[config.mk]
export PLATFORM = sky130hd
export DESIGN_NAME = write_arbiter
export DESIGN_NICKNAME = d
export VERILOG_FILES = /design/src/rtl/write_arbiter_pkg.sv /design/src/rtl/write_arbiter_addr_decoder.sv /design/src/rtl/write_arbiter.sv
export SDC_FILE = /design/constraint.sdc
export NUM_CORES = 1
export LEC_CHECK = 0
export CORE_MARGIN = 2
export CORE_UTILIZATION = 23
export CTS_CLUSTER_SIZE = 28
export DETAILED_ROUTE_END_ITERATION = 6
export PLACE_DENSITY = 0.89
export REMOVE_ABC_BUFFERS = 1
export SYNTH_ARGS = -nofsm -noshare
export SYNTH_HDL_FRONTEND = slang
export SYNTH_SLANG_ARGS = --single-unit
[constraint.sdc]
create_clock -name clk -period 2.15 [get_ports clk]
set_input_delay 0.43 -clock clk [delete_from_list [all_inputs] [get_ports clk]]
set_output_delay 0.43 -clock clk [all_outputs]
set_load 0.02 [all_outputs]
[src/rtl/write_arbiter_pkg.sv]
// Shared types and constants for the write-address arbiter and its decoder.
// Holds the FSM states, slave regions and one-hot slave encodings.
package write_arbiter_pkg;

  typedef enum logic [1:0] {
    IDLE,
    ADDR,
    DATA,
    RESP
  } state_t;

  localparam logic [15:0] S0_REGION = 16'h0000;
  localparam logic [15:0] S1_REGION = 16'h0001;

  localparam logic [2:0] SEL_S0  = 3'b100;
  localparam logic [2:0] SEL_S1  = 3'b010;
  localparam logic [2:0] SEL_DEF = 3'b001;

endpackage

[src/rtl/write_arbiter_addr_decoder.sv]
// Region decoder: maps address bits [31:16] onto the one-hot slave select.
// Shared by the write and read arbiters.
module addr_decoder
  import write_arbiter_pkg::*;
#(
  parameter int ADDR_W = 32
) (
  input  logic [ADDR_W-1:0] addr,
  output logic [2:0]        sel
);

  logic [15:0] region;
  logic        unused_lo;

  assign region    = addr[31:16];
  assign unused_lo = ^addr[15:0];

  always_comb begin
    sel = SEL_DEF;
    unique case (1'b1)
      (region == S0_REGION): sel = SEL_S0;
      (region == S1_REGION): sel = SEL_S1;
      default:               sel = SEL_DEF;
    endcase
  end

endmodule

[src/rtl/write_arbiter.sv]
// Two-master AXI write arbiter with one outstanding transaction.
// Define WARB_RR_EN for round-robin; default is fixed priority M0 > M1.
module write_arbiter
  import write_arbiter_pkg::*;
#(
  parameter int ADDR_W = 32,
  parameter int NUM_M  = 2
) (
  input  logic              clk,
  input  logic              rst,
  input  logic              AWVALID_M0,
  input  logic              AWVALID_M1,
  input  logic [ADDR_W-1:0] AWADDR_M0,
  input  logic [ADDR_W-1:0] AWADDR_M1,
  input  logic              AWREADY_S,
  input  logic              WVALID_M,
  input  logic              WLAST_M,
  input  logic              WREADY_S,
  input  logic              BVALID_S,
  input  logic              BREADY_M,
  output logic [NUM_M-1:0]  grant,
  output logic [2:0]        slave_sel,
  output logic              aw_en,
  output logic              w_en,
  output logic              b_en,
  output logic              busy
);

  state_t             state;
  state_t             state_nxt;
  logic [NUM_M-1:0]   win;
  logic [NUM_M-1:0]   grant_q;
  logic [2:0]         sel_q;
  logic [2:0]         win_sel;
  logic [ADDR_W-1:0]  win_addr;
  logic               any_req;
  logic               aw_g;
  logic               b_hs;

  assign any_req = AWVALID_M0 | AWVALID_M1;
  assign b_hs    = (state == RESP) & BVALID_S & BREADY_M;

`ifdef WARB_RR_EN
  // ptr=1 gives M1 the tie; flips away from whoever just finished.
  logic ptr;

  always_ff @(posedge clk) begin
    if (!rst)
      ptr <= 1'b0;
    else if (b_hs)
      ptr <= grant_q[0];
  end

  always_comb begin
    win = '0;
    if (AWVALID_M0 && AWVALID_M1) begin
      win[0] = !ptr;
      win[1] = ptr;
    end else begin
      win[0] = AWVALID_M0;
      win[1] = AWVALID_M1;
    end
  end
`else
  always_comb begin
    win    = '0;
    win[0] = AWVALID_M0;
    win[1] = AWVALID_M1 & ~AWVALID_M0;
  end
`endif

  assign win_addr = win[1] ? AWADDR_M1 : AWADDR_M0;

  addr_decoder #(
    .ADDR_W(ADDR_W)
  ) u_dec (
    .addr(win_addr),
    .sel (win_sel)
  );

  // Captured only in IDLE; outputs are masked while IDLE, so no reset needed.
  always_ff @(posedge clk) begin
    if (state == IDLE && any_req) begin
      grant_q <= win;
      sel_q   <= win_sel;
    end
  end

  assign aw_g = grant_q[1] ? AWVALID_M1 : AWVALID_M0;

  always_ff @(posedge clk) begin
    if (!rst)
      state <= IDLE;
    else
      state <= state_nxt;
  end

  always_comb begin
    state_nxt = state;
    grant     = '0;
    slave_sel = '0;
    aw_en     = 1'b0;
    w_en      = 1'b0;
    b_en      = 1'b0;
    busy      = (state != IDLE);
    unique case (state)
      IDLE: begin
        if (any_req)
          state_nxt = ADDR;
      end
      ADDR: begin
        grant     = grant_q;
        slave_sel = sel_q;
        aw_en     = 1'b1;
        if (aw_g && AWREADY_S)
          state_nxt = DATA;
      end
      DATA: begin
        grant     = grant_q;
        slave_sel = sel_q;
        w_en      = 1'b1;
        if (WVALID_M && WREADY_S && WLAST_M)
          state_nxt = RESP;
      end
      RESP: begin
        grant     = grant_q;
        slave_sel = sel_q;
        b_en      = 1'b1;
        if (b_hs)
          state_nxt = IDLE;
      end
      default: state_nxt = IDLE;
    endcase
  end

endmodule

# [Word-level counts from Yosys, hierarchy flattened]
# Index checks and enable logic that the tools add are counted.
[word_totals] memories=0 latchBits=0 reg_bits=7 romBits=0 mem_bits_rw=0 out_inout_bits=9
[op_classes] n_addsub=0 n_shift=0 bitwise_logic=5 order_cmp=0 n_reduce_logical=9 eq_ne=8 div_mod_pow=0 n_mux=13 multipliers=0
[ops] operator="two-way mux 32 bit" count=1
[ops] operator="equality test 16 x 1 -> 1 bit (second input constant)" count=1
[ops] operator="logical NOT 16 bit" count=1
[ops] operator="two-way mux 2 bit" count=5
[ops] operator="inequality test 2 bit (second input constant)" count=4
[ops] operator="one-hot mux 2 bit (4 select lines)" count=1
[ops] operator="one-hot mux 3 bit (2 select lines)" count=1
[ops] operator="equality test 2 bit (second input constant)" count=2
[ops] operator="logical AND 1 bit" count=4
[ops] operator="two-way mux 1 bit" count=4
[ops] operator="AND reduction 4 bit" count=1
[ops] operator="AND 1 bit" count=3
[ops] operator="two-way mux 3 bit" count=1
[ops] operator="OR reduction 3 bit" count=1
[ops] operator="equality test 2 x 1 -> 1 bit (second input constant)" count=1
[ops] operator="logical NOT 2 bit" count=1
[ops] operator="nonzero test 2 bit" count=1
[ops] operator="NOT 1 bit" count=1
[ops] operator="bitwise OR 1 bit" count=1

# [Depth between registers and ports, before layout]
[depth] ltp_word=5 mapped_depth=5 depth_no_buf=5

# [Hierarchy]
# Synthesis repeated with hierarchy kept, for this count alone.
[hier_totals] hier_cells=80 area_unflattened_um2=848.3
[by_module_without_submodules] mod="write_arbiter" area_per_inst_um2=777.0 n_inst=1 cells_per_inst=72 seq_area_each_um2=190.2
[by_module_without_submodules] mod="addr_decoder" area_per_inst_um2=71.3 n_inst=1 cells_per_inst=8 seq_area_each_um2=0.0

# [Worst setup path after synthesis]
# OpenSTA, ideal clock, no wires.
[synth_timing] kind="register to register" startpoint="register state[0]" endpoint="register state[0]" setup_slack_ns=0.693 path_buffers=0 stages_incl_launch_ff=6 required_time_ns=2.078 period_less_slack_ns=1.457 arrival_ns=1.386 setup_time_ns=0.072 path_cell_list="dfxtp_1 > inv_1 > ha_1 > a222oi_1 > a21boi_2 > mux2i_1"
[synth_via] elab_chain_cells=5 elab_cells_between_ends=12
[synth_lines] element="from (decl)" line_no="write_arbiter.sv:29" text="state_t state;"
[synth_lines] element="from (signal assigned)" line_no="write_arbiter.sv:95" text="state <= state_nxt;"
[synth_lines] element="equality test 2 bit" line_no="write_arbiter.sv:41, write_arbiter.sv:106"
[synth_lines] element="AND 1 bit (2 in a row)" line_no="write_arbiter.sv:41" text="assign b_hs = (state == RESP) & BVALID_S & BREADY_M;"
[synth_lines] element="inequality test 2 bit (no source line)"
[synth_lines] element="AND reduction 4 bit (no source line)"
# Parallel ways exist; a longest one is shown, timed or not.
# A chain may end at the register's enable or synchronous reset.

# [Final worst setup path]
[layout_timing] startpoint="register state[0]" endpoint="output port w_en"
[layout_via] elab_chain_cells=2
[layout_lines] element="equality test 2 bit" line_no="write_arbiter.sv:106" text="unique case (state)"
[layout_lines] element="two-way mux 1 bit" line_no="write_arbiter.sv:106"
[layout_lines] element="to (decl)" line_no="write_arbiter.sv:24" text="output logic w_en,"
# Every way passes these cells.

==> impl_results.md <==
- CTS resizes: 6
- Sw Ratio: between 30% and 40%
- Clk root buf: clkbuf_4
- Period minus WS final: 1.97 ns
- First-pass GRT wire length: ~2300 microns
- Most common cell after layout, fill and taps aside: clkdlybuf4s50_1
- Pwr dens: 792 nW/um^2
- Routed WL: 1510 microns
- Worst EP required: 1.72 ns
- Global Route Usage Sum: between 10% and 20%
- Max Freq: 0.509 GHz
- GRT overflow: 0
- Io pins: 83
- DRC viols: 0
- CP cell instances: inv_1 -> ha_1 -> clkdlybuf4s50_1
- Die Wd: slightly above 50 microns
- Distinct cell type count after synthesis: 18
- Hold path start: state[1]$_SDFFE_PN0P_
- Maximum vdd drop: about 350 uV
- Net count, final: 184
- Post-CTS Hold Fix Bufs: 0
- Reg2reg end: state[0]$_SDFFE_PN0P_
- Static Leak: 0.000413 uW
- Hold path cells: 2
- Via count: 591
- YS warnings: 0
- Placeable Area: roughly 2000 sq um
- Status: completed
- Synthesized cell area: 497 sq um
- # H-tree levels: 1
- Number of global-route vias before repair: 575
- Clock sinks: 7
- Hold Path Class: reg -> reg
- Crit start category: register
- Internal power: 501 uW
- CTS tree: built
- Worst path slowest cell: clkdlybuf4s50_1
- Gpl congestion: 0.678
- Worst path top cell family by delay: buffers and inverters
- Buf+Inv Stages, Crit Path: 2
- Clock tree buffer depth: 2
- DR pass1 iterations: 4
- Synth-to-Final Area Change: 111%
- ANT nets after route: 0
- N_diodes: 0
- Tot Pwr: 831 uW
- Final hold violation count: 0
- RSZ-0062 raised after global routing: false
- Initial antenna violation count: 0
- CP Class: reg -> out
- Slew Viols, Final: 0
- CP Max Fanout: 4
- Crit path capture type: output pin
- Cells after synthesis: 50
- Largest net degree at the start of global routing: 8
- Sequential share of power: 26.1%
- Clk slew on worst S/H paths: 0.06 ns
- IO buf count: 50
- Post-CTS Setup Inserts: 0
- Clk pwr share: 15.3%
- Row cnt: 16
- Post-DP HPWL: ~1300 microns
- Wire length per cell: 11.5 microns
- Hold Path End: state[1]$_SDFFE_PN0P_
- Worst EP arrival: 1.54 ns
- Fill count: 188
- Setup Slack @ Placement: approximately 0.18 ns
- Chip height: 50.5 microns
- Slew headroom: about three quarters
- CTS Buf Count: 3
- Vias per std cell: 4.51
- Worst-margin pin slew: between 0.3 and 0.4 ns
- Layout cells sized above 1: 5.77%
- Most frequent cells in the layout: clkdlybuf4s50_1 (44), nor2b_1 (6), nor4_1 (6), dlygate4sd2_1 (6)
- Worst path max stage delay: ~0.62 ns
- R2R depth: 5
- Final Cycle Share: 91.4%
- Sw Pwr: around 330 uW
- Worst reg-to-reg setup slack: about 0.52 ns
- Sequential area share after synthesis: a little under two fifths
- Final worst slack: around 0.18 ns
- Final setup fails: 0
- Worst reg2reg startpoint: state[0]$_SDFFE_PN0P_
- Clk_skew: 0.00227 ns
- Final setup TNS: 0 ns
- Register bit total from synthesis: 7
- Skew-Pair Late Insertion Delay: 0.26 ns
- Synth Area per Inst: 9.93 sq um
- Comb pwr share: 58.6%
- Die area: 2550 sq um
- Starting density of the core: 24.8%
- Max cap viols: 0
- DRT iter0 DRCs: 19
power groups by stage:
stage                     sequential [uW]  combinational, uW  clock (uW)
after floorplan                       214                284           0
after global placement                217                515           0
after detailed placement              219                535           0
after CTS                             217                495         129
after global routing                  222                535         138
final                                 217                487         127
per-layer routing:
layer	vias to the layer above	GRT usage [%]	part of all wire, %
met5	-	0	0
met4	0	6.76	1.9
met3	4	4.46	6.5
met2	25	23.5	55
met1	269	12.0	37
li1	293	-	-
cell type report:
type	instances	area (sq um)	share of cell area [%]
clock buffers	4	26.3	2.50
flip-flops and latches	7	190	18.1
repair buffers	50	493	47.0
multi-input cells	38	288	27.4
inverters	5	18.8	1.79
well taps	27	33.8	3.22
state kept, by name, summed over array words and instances, names as in the netlist:
name     flops
grant_q      2
sel_q        3
state        2
kinds of logic (layout without fill, tap and decap cells):
group	Yosys count	after routing	share of synthesized area (%)
flops	7	7	38.3
mux	3	3	6.30
compound gates	5	5	8.82
simple gates	25	25	30.2
fa+ha+maj	5	5	12.6
buf+inv	5	59	3.78
worst max path at each step:
stage,from,end,slack (ns),depth (start not counted)
floorplan,state[0]$_SDFFE_PN0P_,state[0]$_SDFFE_PN0P_,0.69,5
detailed placement,AWVALID_M1,sel_q[0]$_DFFE_PP_,0.18,5
global placement,AWVALID_M1,sel_q[0]$_DFFE_PP_,0.21,5
global route,state[0]$_SDFFE_PN0P_,slave_sel[1],0.09,4
finish,state[0]$_SDFFE_PN0P_,w_en,0.18,3
CTS,state[0]$_SDFFE_PN0P_,w_en,0.17,3
cell usage after synthesis, drive strengths merged:
library cell	instances	area, sq um
nor4	8	62.6
dfxtp	2	40.0
nand2	5	18.8
edfxtp	5	150
ha	5	62.6
a22o	2	17.5
nand4	1	6.26
mux2	1	11.3
mux2i	2	20.0
nor2	3	11.3
nand4b	1	8.76
inv	5	18.8
a21boi	1	11.3
a222oi	1	10.0
nand3	1	5.00
nor2b	6	37.5
o21ai	1	5.00
tightest hold or removal path, cell delays in order, from the launching register on:
cell	delay, ns
dfxtp_1	0.34
nand2_1	0.06
mux2i_1	0.05
through the flow:
stage	hold slack, ns	util [%]	cells	instance area (sq um)
final	0.497	52.4	131	1050
after global routing	0.534	52.4	131	1050
after CTS	0.505	52.4	131	1050
after detailed placement	0.498	51.5	127	1030
after global placement	0.480	51.5	127	1030
after floorplan	0.468	-	50	497
Power figures use the tool's default switching activity.
